--- config.mk ---
export PLATFORM = sky130hd
export DESIGN_NAME = serial_adder_fsm
export DESIGN_NICKNAME = d
export VERILOG_FILES = /design/src/rtl/serial_adder_fsm.sv
export SDC_FILE = /design/constraint.sdc
export NUM_CORES = 1
export LEC_CHECK = 0
export ABC_AREA = 0
export CAP_MARGIN = 20
export CORE_UTILIZATION = 46
export DETAILED_ROUTE_END_ITERATION = 12
export GPL_ROUTABILITY_DRIVEN = 1
export PLACE_DENSITY = 0.74
export SKIP_LAST_GASP = 1
export SLEW_MARGIN = 15
export SYNTH_ARGS = -nofsm -noshare
export SYNTH_HDL_FRONTEND = slang
export SYNTH_SLANG_ARGS = --single-unit
--- constraint.sdc ---
create_clock -name clk -period 1.1 [get_ports clk]
set_input_delay 0.11 -clock clk [delete_from_list [all_inputs] [get_ports clk]]
set_output_delay 0.11 -clock clk [all_outputs]
set_load 0.02 [all_outputs]
--- src/rtl/serial_adder_fsm.sv ---
// serial_adder_fsm: multi-cycle WIDTH-bit adder, BITS_PER_CYCLE bits per clock, start/busy/done handshake.
// Optional signed-overflow output enabled by defining SERIAL_ADDER_OVF_EN.
module serial_adder_fsm #(
    parameter int WIDTH          = 8,
    parameter int BITS_PER_CYCLE = 1
) (
    input  logic             clk,
    input  logic             rst,
    input  logic             start,
    input  logic [WIDTH-1:0] a,
    input  logic [WIDTH-1:0] b,
    input  logic             cin,
    output logic             busy,
    output logic             done,
    output logic [WIDTH-1:0] sum,
    output logic             cout
`ifdef SERIAL_ADDER_OVF_EN
    ,
    output logic             ovf
`endif
);
    localparam int BPC   = BITS_PER_CYCLE;
    localparam int STEPS = WIDTH / BPC;
    localparam int CW    = STEPS > 1 ? $clog2(STEPS) : 1;

    if (WIDTH % BPC != 0) begin : g_bad_bpc
        $error("serial_adder_fsm: BITS_PER_CYCLE must divide WIDTH");
    end

    typedef enum logic [1:0] {IDLE, RUN, DONE} state_t;

    state_t           state;
    logic [WIDTH-1:0] a_sr;
    logic [WIDTH-1:0] b_sr;
    logic [WIDTH-1:0] part;
    logic             carry;
    logic [CW-1:0]    count;
    logic [BPC:0]     slice;
    logic [WIDTH-1:0] part_next;
    logic             last;
`ifdef SERIAL_ADDER_OVF_EN
    logic             msb_cin;
`endif

    // Slice adder; the new slice enters the partial result from the MSB side
    always_comb begin
        slice     = {1'b0, a_sr[BPC-1:0]} + {1'b0, b_sr[BPC-1:0]} + {{BPC{1'b0}}, carry};
        part_next = WIDTH'({slice[BPC-1:0], part} >> BPC);
        last      = count == CW'(STEPS - 1);
`ifdef SERIAL_ADDER_OVF_EN
        msb_cin   = slice[BPC-1] ^ a_sr[BPC-1] ^ b_sr[BPC-1];
`endif
    end

    // Control FSM with registered handshake and result outputs
    always_ff @(posedge clk) begin
        if (rst) begin
            state <= IDLE;
            busy  <= 1'b0;
            done  <= 1'b0;
            sum   <= '0;
            cout  <= 1'b0;
            carry <= 1'b0;
            count <= '0;
            a_sr  <= '0;
            b_sr  <= '0;
            part  <= '0;
`ifdef SERIAL_ADDER_OVF_EN
            ovf   <= 1'b0;
`endif
        end else begin
            case (state)
                IDLE: begin
                    done <= 1'b0;
                    if (start) begin
                        a_sr  <= a;
                        b_sr  <= b;
                        carry <= cin;
                        count <= '0;
                        part  <= '0;
                        busy  <= 1'b1;
                        state <= RUN;
                    end
                end
                RUN: begin
                    a_sr  <= a_sr >> BPC;
                    b_sr  <= b_sr >> BPC;
                    carry <= slice[BPC];
                    part  <= part_next;
                    count <= count + 1'b1;
                    if (last) begin
                        sum   <= part_next;
                        cout  <= slice[BPC];
`ifdef SERIAL_ADDER_OVF_EN
                        ovf   <= msb_cin ^ slice[BPC];
`endif
                        done  <= 1'b1;
                        state <= DONE;
                    end
                end
                DONE: begin
                    done  <= 1'b0;
                    busy  <= 1'b0;
                    state <= IDLE;
                end
                default: state <= IDLE;
            endcase
        end
    end
endmodule
==> results by group <==
Outcome
  – Status: finished, violations left
  – Failing checks: setup timing

Detailed routing
  – Iter 0 DRT Violations: 94
  – WL final: between 4 and 5 mm
  – Via count: 1501
  – Final ANT Viol Nets: 0
  – Routed WL per cell: roughly 16 um
  – DRC viols: 0
  – Vias per cell: approximately 5.5
  – DR pass1 iterations: 4

Synthesis
  – FF+latch count, synth: 40
  – Count of cell types in the netlist: 28
  – Mapped Nets: ~200
  – Sequential area share after synthesis: a little under half
  – Yosys Warn Count: 0
  – Avg Cell Area, Syn: between 9 and 10 um2
  – Post-Syn Area: roughly 1700 um2
  – Synth Instances: approximately 170

Placement
  – RePlAce Congestion: between 0.7 and 0.8
  – Placed Area: around 2200 um2
  – Hpwl dp: 2.523 mm
  – Port Buffers: 30

Global route
  – Wire length of the first global-routing pass: 7.148 mm
  – Vias in the first global route: between 1.5k and 2k
  – Gr ovfl total: 0
  – GRT Overall Usage: a little under a quarter
  – Largest net degree at the start of global routing: 18
  – Initial antenna violation count: 0

STA
  – Clk_skew: 0.009095 ns
  – Slew @ Worst Pin: 0.2472 ns
  – RSZ-0062 raised after global routing: yes
  – Fin crit share: 108.8%
  – Slew Viols, Final: 0
  – Final hold vios: 0
  – Minimum clock period: around 1.2 ns
  – Worst slew margin: a little over four fifths
  – Final-report setup violation count: 26
  – Fmax achieved: around 840 MHz
  – Final WS setup: -0.09729 ns

Floorplan
  – Initial core utilization: around half
  – DIE WIDTH: 63.22 um
  – Rows: 21
  – Die Y: 63.22 um
  – Core Box Area: ~3500 um2
  – Full die area: between 3000 and 4000 um2
  – Top Ports: 31

Pwr
  – Cell Pwr Density: about 1300 nW/um2
  – Leak Pwr: slightly below 1 nW
  – VDD IR max: a little under 0.9 mV
  – Power Total: approximately 0.0034 W

Layout
  – Most frequent cells in the layout: 34 x dfxtp_1, 18 x clkdlybuf4s50_1, 16 x nor2_1, 15 x buf_4
  – Fin area: approximately 2600 um2
  – Antenna Diode Count: 0
  – Nets: 247
  – Most common cell after layout, fill and taps aside: dfxtp_1
  – # fillers: roughly 230
  – Fraction of layout cells with a size suffix above 1: a little over two fifths
  – FF/Latch Area: 813.3 um2
  – Area delta synth->final: 52.98%
  – Multi-input gate area: between 1000 and 1500 um2

Setup path
  – Critical path required time: between 1 and 1.5 ns
  – Reg2Reg Setup Slack: -0.1 ns
  – Setup CP Type: flop to flop
  – CP max FO: 2
  – Worst setup EP type: flop
  – Critical Path AT: between 1 and 1.5 ns
  – CP top delay family: adder cells
  – Buf+Inv Stages, Crit Path: 0
  – Slowest CP cell: fa_2
  – CP Launch Type: flop
  – CP peak stage delay: 0.60 ns
  – Worst path cell trace: fa_2 -> nand3_2 -> a21oi_1

CTS
  – Worst-Skew Late Latency: about 0.3 ns
  – H-tree Lvls: 2
  – CTS tree: yes
  – Cts bufs inserted: 5
  – Clock sink total: 40
  – Clock slew at reported path FFs: roughly 0.080 ns
  – Clock root buffer: clkbuf_8
  – Hold buffer count at CTS: 0
  – CTS Buffer Depth: 2

Job
  – Max-cap violations: 0

Min path
  – Type of the tightest min-delay check: input pin to flop
-- flip-flops by register name, indices dropped and copies added, names as in the netlist --
name and cells:
carry 1, state 2, cout 1, a_sr 8, part 7, sum 8, busy 1, b_sr 8
done 1, count 3
-- final cells by class --
type / instances / share of cell area (%)
multi-input cells: 117 / 38.90
flip-flops and latches: 40 / 30.83
repair buffers: 59 / 23.34
clock buffers: 6 / 3.131
well taps: 46 / 2.182
clock inverters: 2 / 1.471
inverters: 1 / 0.1423
-- worst reg2reg max path: cells and delay by family (launching register included) --
family	cells	cell delay (ns)
adders and majority gates	1	0.60
DFF	1	0.34
and+or+nand+nor	1	0.06
AOI/OAI and AO/OA	1	0.13
-- power by group --
| group | total [W] | switching [W] | leakage [nW] | internal (W) |
|---|---|---|---|---|
| clock | 0.00127 | 0.000529 | 0.0614 | 0.000742 |
| combinational | 0.000591 | 0.000274 | 0.594 | 0.000317 |
| sequential | 0.00158 | 0.0000664 | 0.330 | 0.00151 |
-- logic make-up after synthesis --
logic type	Yosys count	share of synthesized area (%)
mux	13	7.547
simple gates	61	17.71
compound gates	40	18.87
fa+ha+maj	3	2.612
buf+inv	16	6.821
flops	40	46.44
-- cell usage after synthesis (all sizes together) --
cell type	instances	area (um2)
a211oi	14	165.1
a21oi	13	65.06
a22oi	9	67.56
and2b	1	7.510
buf	12	102.6
clkbuf	3	11.26
dfxtp	40	800.8
fa	1	20.02
ha	2	25.02
inv	1	3.750
mux2i	13	130.1
nand2	10	37.54
nand2b	1	6.260
nand3	11	55.05
nand3b	1	7.510
nor2	30	125.1
nor2b	1	6.260
nor3b	3	22.52
nor4	3	37.54
o21ai	2	10.01
o21ba	1	10.01
o21bai	1	7.510
-- through the flow --
stage                     setup slack, ns  setup TNS, ns  hold WS [ns]  util (%)  instances
after global placement            -0.2591         -5.090        0.4471     63.42        255
final                            -0.09729         -1.289        0.2774     76.05        271
after global routing              -0.1475         -2.624        0.3127     76.05        271
after CTS                        -0.09580         -1.419        0.4015     72.19        269
after floorplan                  -0.03599        -0.2519        0.2710         -        173
after detailed placement          -0.3589         -6.546        0.4489     63.42        255
-- metal layers --
layer	GRT usage, %	wire length [um]	up-vias
met5	0	0	-
met4	7.955	72	0
met3	6.522	195	9
met2	39.52	2399	42
met1	27.83	1792	734
li1	-	-	716
-- final timing paths --
check	startpoint	end	cells after the start
hold / removal	start	busy	3
hold reg to reg	sum[6]	sum[6]	2
setup reg to reg	b_sr[0]	sum[7]	3
setup / recovery	b_sr[0]	sum[7]	3
-- timing repair --
action	in CTS	in global routing
pin swaps	9	19
resized for setup	41	46
setup buffers	2	2
hold endpoints to repair	0	0
gates cloned	4	1
setup endpoints to repair	49	47
No activity file was read; power rests on OpenSTA's default activity.
